### src/rtl/countdown_timer.sv
// countdown_timer: preset/start/pause countdown feeding the display driver.
// Buttons are synchronised, debounced and edge-detected locally.
module countdown_timer #(
  parameter int TICK_DIV        = 100000000,
  parameter int DEBOUNCE_CYCLES = 1000000
) (
  input  logic       clk,
  input  logic       rst_n,
  input  logic [7:0] sw_preset,
  input  logic       btn_start,
  input  logic       btn_load,
  output logic [7:0] num_out,
  output logic       running,
  output logic       done
);

  localparam int PW = $clog2(TICK_DIV);
  localparam int DW = $clog2(DEBOUNCE_CYCLES);
  localparam logic [PW-1:0] TICK_MAX = PW'(TICK_DIV - 1);
  localparam logic [DW-1:0] DB_MAX = DW'(DEBOUNCE_CYCLES - 1);

  typedef enum logic [1:0] {
    IDLE,
    RUN,
    PAUSE,
    DONE
  } state_t;

  state_t        state;
  state_t        state_n;
  logic [1:0]    raw;
  logic [1:0]    sync1;
  logic [1:0]    sync2;
  logic [1:0]    lvl;
  logic [1:0]    lvl_d;
  logic [1:0]    press;
  logic [DW-1:0] db_cnt [2];
  logic [7:0]    sw_q;
  logic [7:0]    value;
  logic [PW-1:0] presc;
  logic          start_ev;
  logic          load_ev;
  logic          tick;

  // bit 0 is start, bit 1 is load
  assign raw      = {btn_load, btn_start};
  assign press    = lvl & ~lvl_d;
  assign load_ev  = press[1];
  assign start_ev = press[0] & ~press[1];
  assign tick     = (presc == TICK_MAX);
  assign num_out  = value;

  always_ff @(posedge clk) begin
    if (!rst_n) begin
      sync1 <= '0;
      sync2 <= '0;
      lvl   <= '0;
      lvl_d <= '0;
      for (int i = 0; i < 2; i++) begin
        db_cnt[i] <= '0;
      end
    end else begin
      sync1 <= raw;
      sync2 <= sync1;
      lvl_d <= lvl;
      for (int i = 0; i < 2; i++) begin
        if (sync2[i] == lvl[i]) begin
          db_cnt[i] <= '0;
        end else if (db_cnt[i] == DB_MAX) begin
          lvl[i]    <= sync2[i];
          db_cnt[i] <= '0;
        end else begin
          db_cnt[i] <= db_cnt[i] + DW'(1);
        end
      end
    end
  end

  always_comb begin
    state_n = state;
    if (load_ev) begin
      state_n = IDLE;
    end else if (start_ev) begin
      unique case (state)
        IDLE:    state_n = (sw_q == 8'd0) ? DONE : RUN;
        RUN:     state_n = PAUSE;
        PAUSE:   state_n = RUN;
        DONE:    state_n = IDLE;
        default: state_n = IDLE;
      endcase
    end else if (state == RUN && tick && value <= 8'd1) begin
      state_n = DONE;
    end
  end

  always_ff @(posedge clk) begin
    if (!rst_n) begin
      state   <= IDLE;
      sw_q    <= '0;
      value   <= '0;
      presc   <= '0;
      running <= 1'b0;
      done    <= 1'b0;
    end else begin
      sw_q    <= sw_preset;
      state   <= state_n;
      running <= (state_n == RUN);
      done    <= (state_n == DONE);
      if (load_ev) begin
        presc <= '0;
        value <= sw_q;
      end else begin
        unique case (state)
          IDLE: begin
            value <= sw_q;
            if (start_ev) presc <= '0;
          end
          RUN: begin
            if (!start_ev) begin
              if (tick) begin
                presc <= '0;
                if (value != 8'd0) value <= value - 8'd1;
              end else begin
                presc <= presc + PW'(1);
              end
            end
          end
          PAUSE: begin
            value <= value;
          end
          DONE: begin
            value <= '0;
          end
          default: begin
            value <= '0;
          end
        endcase
      end
    end
  end

endmodule
### config.mk
export PLATFORM = sky130hd
export DESIGN_NAME = countdown_timer
export DESIGN_NICKNAME = d
export VERILOG_FILES = /design/src/rtl/countdown_timer.sv
export SDC_FILE = /design/constraint.sdc
export NUM_CORES = 1
export LEC_CHECK = 0
export CAP_MARGIN = 30
export CORE_ASPECT_RATIO = 1.25
export CORE_MARGIN = 2
export CORE_UTILIZATION = 63
export CTS_BUF_LIST = sky130_fd_sc_hd__clkbuf_2 sky130_fd_sc_hd__clkbuf_4 sky130_fd_sc_hd__clkbuf_8
export DETAILED_ROUTE_END_ITERATION = 6
export GPL_TIMING_DRIVEN = 0
export PLACE_DENSITY_LB_ADDON = 0.12
export SLEW_MARGIN = 15
export SYNTH_ARGS = -nofsm -noshare
export SYNTH_HDL_FRONTEND = slang
export SYNTH_SLANG_ARGS = --single-unit
### constraint.sdc
create_clock -name clk -period 2.6 [get_ports clk]
set_input_delay 0.39 -clock clk [delete_from_list [all_inputs] [get_ports clk]]
set_output_delay 0.39 -clock clk [all_outputs]
set_load 0.05 [all_outputs]
==> results of run 1 <==
area by class of cell:
cell class	count	area, um2	share of cell area
buffer	19	100	0.0180
clock buffer	10	131	0.0236
clock inverter	6	67.6	0.0122
inverter	13	48.8	0.00878
multi-input combinational	432	2580	0.464
sequential	95	2300	0.414
tap	92	115	0.0207
timing repair buffer	21	210	0.0378
Yosys cell counts (all sizes together) (4+ instances only):
cell / instances
edfxtp: 40
nor4b: 4
xnor2: 29
nor4: 14
xor2: 24
buf: 8
o21ai: 11
inv: 12
and4: 6
nand3: 34
or3: 8
nor2: 79
a31oi: 4
nor2b: 4
and3: 10
nand2: 37
and2: 17
a2111oi: 5
nor3: 11
nand4: 17
dfxtp: 55
clkbuf: 11
a211oi: 6
ha: 5
nand2b: 5
a21oi: 24
power groups by stage:
stage / Clock (uW) / Combinational, uW / Sequential, uW
after floorplan: 0 / 90.1 / 1670
after global placement: 0 / 150 / 1670
after detailed placement: 0 / 152 / 1670
after CTS: 1000 / 154 / 1630
after global routing: 1060 / 174 / 1640
final: 999 / 156 / 1640
registers in the layout, indices dropped and copies added, names as in the netlist:
| name | cells |
|---|---|
| db_cnt | 40 |
| presc | 27 |
| num_out | 8 |
| sw_q | 8 |
| lvl | 2 |
| lvl_d | 2 |
| state | 2 |
| sync1 | 2 |
| sync2 | 2 |
| done | 1 |
| running | 1 |
kinds of logic (layout without fill, tap and decap cells):
group,count (synthesis),in the layout,synth area share
flops,95,95,0.472
simple gates,258,258,0.277
fa+ha+maj,5,5,0.0128
mux,3,3,0.00616
compound gates,73,73,0.106
other cells,1,40,0.000769
xor+xnor,53,53,0.0952
buf+inv,32,69,0.0305
path summary, 6_finish.rpt:
check	to	slack (ns)	cells after the start
max	db_cnt[0][5]	0.24	6
min	sync2[1]	0.47	1
max reg2reg	db_cnt[0][5]	0.24	6
min reg2reg	sync2[1]	0.47	1
worst reg2reg max path: stages, from the launching register on:
cell,delay [ns]
edfxtp_1,0.42
ha_1,0.26
nand3_1,0.24
nor4_1,0.51
or3_1,0.20
clkbuf_1,0.36
nor2_1,0.12
cell usage in the layout (no fill, tap or decap), types with 3 or more instances in the layout:
master	netlist	routed
edfxtp_1	40	40
a21oi_1	24	24
nor3_1	11	11
clkdlybuf4s50_1	0	21
dfxtp_1	55	55
clkbuf_1	11	11
nor2_1	79	79
a31oi_1	4	4
inv_1	12	12
conb_1	1	40
a211oi_1	6	6
nor2b_1	3	3
nand2_1	37	37
mux2i_1	3	3
nor4b_1	4	4
buf_6	3	3
a41oi_1	3	3
xor2_1	24	24
nor4_1	12	11
and4_1	6	6
nor4_2	2	3
and2_1	16	16
xnor2_1	29	29
nand2b_1	5	5
or3_1	8	8
ha_1	5	5
nand4_1	16	16
nor3b_1	3	3
clkbuf_8	0	9
and3_1	10	10
o21ai_0	11	11
nand3_1	34	34
a2111oi_2	4	4
per-stage QoR:
step,total power [uW],hold WS (ns),std cells,instance area (um2)
after floorplan,1760,0.412,559,5020
after global placement,1820,0.432,672,5350
after detailed placement,1820,0.447,672,5350
after CTS,2790,0.479,688,5550
after global routing,2880,0.489,688,5560
final,2790,0.474,688,5560
layer usage:
layer	up-vias	wire length, um
li1	1990	-
met1	1845	4330
met2	121	4990
met3	22	406
met4	0	203
met5	-	0
==> results.toml, run 1 <==
[synth]
avgSynthCellArea_um2 = 9.38
synth_area_leader_cell = "edfxtp_1"
async_reset_ff_frac = 0
synth.top_cell.area_share = 0.246
ys_seq_area_frac = 0.472
yosys_warnings = 0
synth_edf_count = 40
ys_types = 60
syn-instance-count = 520
synthTopCellsByArea = "edfxtp_1, dfxtp_1, nor2_1"
synthFlopType = "dfxtp_1"
syn_area_mm2 = 0.00488
synth_seq_cells = 95

[clock_tree]
clockBufferDepth = 2
clk_pin_slew_ns = 0.10
root_buffer = "clkbuf_8"
cts_setup_buffers = 0
ctsResizeCount = 0
hold_buffers = 0
htreeDepth = 3
cts_sinks = 95
cts-buffers-inserted = 9
clk-insertion-delay-late_ns = 0.37
tritoncts = "yes"

[timing]
worstMarginPinSlew_ns = 0.741
period_needed_ns = 2.36
fin_skew_ns = 0.0163
relSlewSlack = 0.502
rsz0062_at_grt = "false"
fin_crit_sh = 0.907
timing.final.ws_setup_ns = 0.241
final.setup.tns_ns = 0
drv_slew = 0
hold_viol = 0
finalSetupViolCount = 0
clock.fmax_ghz = 0.424

[global_route]
grt_max_degree = 17
grt_pass1_wl_um = 16800
overflow = 0
use_met2 = 0.437
globalRoute.busiestLayer = "met2"
grtUsageTotal = 0.251
grtUsageMet1 = 0.305
grt_pass1_vias = 3806
use_met3 = 0.0406
antenna_found_initial = 0

[placement]
port_buffers = 21
hpwl_um = 7090
gp_congestion = 0.906
dp_slack_ns = 0.192

[layout]
nFillCells = 536
utilization = 0.746
area_growth_pct = 13.9
layout.nets = 608
drive_gt1_frac = 0.0604
num_antenna_cells = 0

[drt]
drt_iter0_drc = 177
ant_nets = 0
via_per_inst = 5.78
drc = 0
wl_per_cell_um = 14.4
finalWirelength_um = 9930
dr.pass1.iters = 5
dr_total_vias = 3978

[floorplan]
core_area_mm2 = 0.00744
ios = 22
die_y_um = 102
row_count = 35
fp.dieArea_mm2 = 0.00847
chipWidth_um = 82.7
start_util = 0.655

[hold_path]
hold_class = "register to register"
hold_start = "sync1[1]"

[power_and_ir_drop]
power.switching_uw = 669
p_comb_frac = 0.056
pwr-share-seq = 0.586
vdd_ir_drop_max_mv = 0.402
p_sw_frac = 0.240
p_leak_uw = 0.00186
p_int_uw = 2120
power.density_mw_per_mm2 = 502
clkPwrFrac = 0.358

[worst_setup_path]
path_cells = "ha_1, nand3_1, nor4_1, or3_1, clkbuf_1, nor2_1"
worst_ep_arrival_time_ns = 2.47
worstSetupPathType = "register to register"
crit_family = "simple AND/OR/NAND/NOR gates"
worstSetupStartpoint = "db_cnt[0][0]"
r2r-start = "db_cnt[0][0]"
critical_path.startpoint_type = "register"
slowest_delay_ns = 0.50
endpoint_kind = "register"
path_max_fanout = 10
required_ns = 2.71
cp_slowest_cell = "nor4_1"
path_buf_inv = 1

[outcome]
status = "completed"

[job]
drv_cap = 0
No activity file was read; power rests on OpenSTA's default activity.
==> run 2, diff against run 1 <==
==> config.mk (replaced) <==
export PLATFORM = sky130hd
export DESIGN_NAME = countdown_timer
export DESIGN_NICKNAME = d
export VERILOG_FILES = /design/src/rtl/countdown_timer.sv
export SDC_FILE = /design/constraint.sdc
export NUM_CORES = 1
export LEC_CHECK = 0
export ABC_AREA = 1
export CAP_MARGIN = 30
export CORE_ASPECT_RATIO = 1.25
export CORE_MARGIN = 2
export CORE_UTILIZATION = 61
export DETAILED_ROUTE_END_ITERATION = 6
export GPL_TIMING_DRIVEN = 0
export PLACE_DENSITY_LB_ADDON = 0.12
export SKIP_LAST_GASP = 1
export SLEW_MARGIN = 15
export SYNTH_ARGS = -nofsm -noshare
export SYNTH_HDL_FRONTEND = slang
export SYNTH_SLANG_ARGS = --single-unit
==> run 2 against run 1 <==
Net effect:
- global-route usage is 0.097 points lower
- power is 3.2% higher
- largest power group unchanged
- sequential power hardly changed
- synthesized area increased by 9.5%
- count of clock-buffer cells in the layout is 3 higher
- worst hold slack worse by 0.13 ns
- routed wire length grew 13%
- first-iteration DRC count grew 99%
- cell count grew 34%
- critical endpoint is now db_cnt[0][16]
==> results.toml, run 2 <==
[synth]
yosys.area_share.adder = 0.0117
synthSimpleGateAreaFrac = 0.368
synth-compound-area-share = 0.0679
syn_area_mm2 = 0.00534
synth_top_family_by_area = "simple AND/OR/NAND/NOR gates"
synth_area_leader_cell = "edfxtp_1"
yosys_warnings = 0
synth_commonest_cells = "nand2_1, nor2_1, inv_1, dfxtp_1, edfxtp_1"
synthFlopType = "dfxtp_1"
synth-xor-area-share = 0.0328
avgSynthCellArea_um2 = 7.32
ys_types = 46
muxShareOfSynthArea = 0
syn-instance-count = 730
synthTopCellsByArea = "edfxtp_1, dfxtp_1, nand2_1"
synth_seq_cells = 95
synth_edf_count = 40
synth.top_cell.area_share = 0.225
async_reset_ff_frac = 0
ys_seq_area_frac = 0.431
yosysMostFrequentCell = "nand2_1"

[layout]
area_growth_pct = 13.4
top_regs = "db_cnt (40), presc (27)"
layout_commonest_cell = "nand2_1"
layout.nets = 817
num_antenna_cells = 0
top_register = "db_cnt"
final_cell_mix = "nand2_1, nor2_1, inv_1, dfxtp_1"
drive_gt1_frac = 0.0733
largest_reg_flops = 40

[timing]
drv_slew = 0
rsz0062_at_grt = "false"
clock.fmax_ghz = 0.472
fin_crit_sh = 0.814
period_needed_ns = 2.12
hold_viol = 0
finalSetupViolCount = 0
worstMarginPinSlew_ns = 0.501
timing.final.ws_setup_ns = 0.483
relSlewSlack = 0.665
fin_skew_ns = 0.0113
final.setup.tns_ns = 0

[global_route]
grtUsageTotal = 0.250
overflow = 0
grt_pass1_wl_um = 19100
grt_pass1_vias = 4545
grt_max_degree = 16
antenna_found_initial = 0

[clock_tree]
root_buffer = "clkbuf_8"
tritoncts = "yes"
htreeDepth = 3
clk_pin_slew_ns = 0.10
cts_setup_buffers = 0
clockBufferDepth = 2
clk-insertion-delay-late_ns = 0.37
cts-buffers-inserted = 9
cts_sinks = 95
ctsResizeCount = 0
hold_buffers = 0

[floorplan]
ios = 22
die_y_um = 109
chipWidth_um = 87.7
row_count = 38
start_util = 0.621
fp.dieArea_mm2 = 0.00953
core_area_mm2 = 0.00861

[drt]
dr.pass1.iters = 7
via_per_inst = 5.19
finalWirelength_um = 11300
wl_per_cell_um = 12.2
drt_iter0_drc = 353
dr_total_vias = 4801
drc = 0
ant_nets = 0

[worst_setup_path]
required_ns = 2.74
crit_path_frequent_cell = "nor2_1"
rrSetupSlack_ns = 0.48
path_max_fanout = 10
critical_path.startpoint_type = "register"
endpoint_kind = "register"
slowest_delay_ns = 0.39
worst_ep_arrival_time_ns = 2.25
worstSetupPathType = "register to register"
path_cells = "ha_1, nand2_1, nor2_1, nand2_1, nor2_1, nand3_1, nand2_2, buf_4, nor2_1"
cp_slowest_cell = "edfxtp_1"

[placement]
hpwl_um = 8470
dp_slack_ns = 0.498
gp_congestion = 0.908
port_buffers = 20

[power_and_ir_drop]
clkPwrFrac = 0.370
power.switching_uw = 683
pwr-share-seq = 0.566
power.density_mw_per_mm2 = 475
p_leak_uw = 0.00253
vdd_ir_drop_max_mv = 0.452
p_sw_frac = 0.237
p_int_uw = 2200
p_comb_frac = 0.064

[job]
drv_cap = 0

[outcome]
status = "completed"

[hold_path]
hold_class = "primary input to register"
[run 2: changes by cell type after synthesis, moves of 6 or more]
cell	before	now
and4_1	6	0
xnor2_1	29	3
nor3_1	11	30
and2_1	16	1
or3_1	8	0
nand2_2	0	9
nand2_1	37	174
clkbuf_1	11	0
nor2_1	79	124
xor2_1	24	17
inv_1	12	98
and3_1	10	2
[run 2: final cells by class]
| cell class | count | area (um2) |
|---|---|---|
| sequential | 95 | 2300 |
| clock inverter | 3 | 47.5 |
| multi-input combinational | 560 | 2710 |
| tap | 120 | 150 |
| timing repair buffer | 20 | 200 |
| inverter | 104 | 398 |
| fill | 749 | 2550 |
| buffer | 10 | 73.8 |
| clock buffer | 13 | 170 |
[run 2: worst max-delay path, delay by kind of cell (launching register included)]
kind | cells | cell delay [ns]
adder cells (fa/ha/maj) | 1 | 0.18
buffers and inverters | 1 | 0.22
flip-flops | 1 | 0.39
AND/OR/NAND/NOR | 7 | 1.09
[run 2: cell families (layout without fill, tap and decap cells)]
family	after synthesis	after routing
and+or+nand+nor	432	432
buffers and inverters	114	150
DFF	95	95
AOI/OAI and AO/OA	63	63
xor gates and xnor gates	20	20
adders and majority gates	5	5
other	1	40
[run 2: per-stage QoR]
stage | hold WS [ns] | util | area, um2 | power, uW | cells
final | 0.344 | 0.704 | 6060 | 2880 | 925
after global routing | 0.364 | 0.704 | 6060 | 2970 | 925
after CTS | 0.333 | 0.704 | 6060 | 2890 | 925
after detailed placement | 0.409 | 0.678 | 5840 | 1840 | 909
after global placement | 0.394 | 0.678 | 5840 | 1840 | 909
after floorplan | 0.390 | - | 5490 | 1780 | 769
[run 2: final timing paths]
kind / to / cells past startpoint / start
setup / recovery: db_cnt[0][16] / 9 / db_cnt[0][0]
hold / removal: num_out[4] / 3 / rst_n
setup reg to reg: db_cnt[0][16] / 9 / db_cnt[0][0]
hold reg to reg: sync2[1] / 2 / sync1[1]
[run 2: routing by layer]
layer,part of all wire,track usage,vias up
li1,-,-,2465
met1,0.43,0.297,2199
met2,0.51,0.437,110
met3,0.033,0.0326,27
met4,0.026,0.127,0
met5,0,0,-
[run 2: power by group through the flow]
stage | clock [uW] | sequential, uW | combinational [uW]
3_3_place_gp | 0 | 1660 | 175
3_5_place_dp | 0 | 1660 | 180
4_1_cts | 1080 | 1630 | 182
2_1_floorplan | 0 | 1670 | 112
6_report | 1070 | 1630 | 184
5_1_grt | 1130 | 1640 | 209
==> run 3, diff against run 2 <==
==> constraint.sdc (replaced) <==
create_clock -name clk -period 2.2 [get_ports clk]
set_input_delay 0.33 -clock clk [delete_from_list [all_inputs] [get_ports clk]]
set_output_delay 0.33 -clock clk [all_outputs]
set_load 0.05 [all_outputs]
==> run 3 against run 2 <==
Net effect:
- first-iteration DRC count increased by 4.8%
- sequential cell count unchanged
- non-clock buffer count stayed put
- sequential power increased by 18%
- cell count stayed put
- global-route usage unchanged
- combinational power up 18%
- die area did not move
- routed wire length shrank 0.58%
- sequential share of layout area shrank 0.078 points
- via count is 0.12% lower
==> results.toml, run 3 (synthesis results as in run 2) <==
[outcome]
status = "completed"

[global_route]
grt_max_degree = 16
grtUsageTotal = 0.250
grt_pass1_vias = 4545
grt_pass1_wl_um = 19100
overflow = 0
antenna_found_initial = 0

[layout]
top_register = "db_cnt"
num_antenna_cells = 0
largest_reg_flops = 40
final_cell_mix = "nand2_1, nor2_1, inv_1, dfxtp_1"
layout_commonest_cell = "nand2_1"
area_growth_pct = 13.6
drive_gt1_frac = 0.0758
design_area_mm2 = 0.00607
top_regs = "db_cnt (40), presc (27)"
layout.nets = 817

[worst_setup_path]
required_ns = 2.32
critical_path.startpoint_type = "register"
worst_ep_arrival_time_ns = 2.11
r2r-end = "db_cnt[1][19]"
path_max_fanout = 10
worst_r2r_path_depth = 9
r2r-start = "db_cnt[1][0]"
worstSetupStartpoint = "db_cnt[1][0]"
endpoint = "db_cnt[1][19]"
worstSetupPathType = "register to register"
endpoint_kind = "register"
rrSetupSlack_ns = 0.21

[clock_tree]
cts_setup_buffers = 0
clk-insertion-delay-late_ns = 0.37
cts_sinks = 95
tritoncts = "yes"
clockBufferDepth = 2
htreeDepth = 3
cts-buffers-inserted = 9
root_buffer = "clkbuf_8"
hold_buffers = 0
ctsResizeCount = 0
clk_pin_slew_ns = 0.09

[power_and_ir_drop]
p_leak_uw = 0.00253
clkPwrFrac = 0.371
pwr-share-seq = 0.566
power.density_mw_per_mm2 = 561
p_comb_frac = 0.064
vdd_ir_drop_max_mv = 0.532
power.switching_uw = 809
p_sw_frac = 0.238
p_int_uw = 2600

[timing]
drv_slew = 0
finalSetupViolCount = 0
worstMarginPinSlew_ns = 0.501
fin_skew_ns = 0.0101
hold_viol = 0
fin_crit_sh = 0.904
rsz0062_at_grt = "false"
clock.fmax_ghz = 0.503
period_needed_ns = 1.99
final.setup.tns_ns = 0
relSlewSlack = 0.665

[placement]
hpwl_um = 8470
gp_congestion = 0.908
port_buffers = 20
placed_area_mm2 = 0.00584

[drt]
ant_nets = 0
via_per_inst = 5.18
wl_per_cell_um = 12.1
dr_total_vias = 4795
drt_iter0_drc = 370
finalWirelength_um = 11200
dr.pass1.iters = 5
drc = 0

[hold_path]
hold_class = "primary input to register"

[job]
drv_cap = 0

[floorplan]
start_util = 0.621
core_area_mm2 = 0.00861
chipWidth_um = 87.7
row_count = 38
die_y_um = 109
ios = 22
fp.dieArea_mm2 = 0.00953
run 3: cell counts in the layout (fill, tap and decap cells not counted):
Identical to the previous run, type by type.
run 3: worst min-delay path by stage:
stage,slack (ns),to,start,cells after the start
after floorplan,0.39,sync2[0],sync1[0],2
after global placement,0.39,sync2[1],sync1[1],2
after detailed placement,0.41,sync2[1],sync1[1],2
after CTS,0.27,num_out[4],rst_n,3
after global routing,0.30,num_out[2],rst_n,3
final,0.28,num_out[4],rst_n,3
run 3: through the flow:
| step | utilization | setup slack [ns] | hold slack, ns | instances | power (uW) |
|---|---|---|---|---|---|
| final | 0.705 | 0.211 | 0.282 | 925 | 3400 |
| after global routing | 0.705 | 0.0423 | 0.304 | 925 | 3510 |
| after CTS | 0.704 | 0.0683 | 0.273 | 925 | 3420 |
| after detailed placement | 0.678 | 0.0978 | 0.409 | 909 | 2180 |
| after global placement | 0.678 | 0.147 | 0.394 | 909 | 2170 |
| after floorplan | - | 0.282 | 0.390 | 769 | 2110 |
run 3: worst max-delay path, stage by stage, from the launching register on:
cell,delay (ns)
edfxtp_1,0.39
ha_1,0.23
nand2_1,0.08
inv_1,0.07
nand2_1,0.08
nor3_1,0.24
nand4_1,0.22
nand2_1,0.12
buf_2,0.24
nor3b_1,0.09
run 3: cell type report:
cell class | count | area, um2
Sequential cell | 95 | 2300
Clock inverter | 3 | 47.5
Clock buffer | 13 | 170
Multi-Input combinational cell | 560 | 2730
Timing Repair Buffer | 20 | 200
Tap cell | 120 | 150
Fill cell | 746 | 2540
Buffer | 10 | 73.8
Inverter | 104 | 398
run 3: layer usage:
| layer | part of all wire | vias up | global-route usage |
|---|---|---|---|
| li1 | - | 2463 | - |
| met1 | 0.43 | 2192 | 0.297 |
| met2 | 0.51 | 116 | 0.437 |
| met3 | 0.038 | 24 | 0.0326 |
| met4 | 0.024 | 0 | 0.127 |
| met5 | 0 | - | 0 |
run 3: power by group through the flow:
| stage | logic [uW] | clock network (uW) | registers (uW) |
|---|---|---|---|
| after floorplan | 132 | 0 | 1980 |
| after global placement | 207 | 0 | 1960 |
| after detailed placement | 213 | 0 | 1960 |
| after CTS | 215 | 1280 | 1920 |
| after global routing | 247 | 1330 | 1930 |
| final | 217 | 1260 | 1930 |
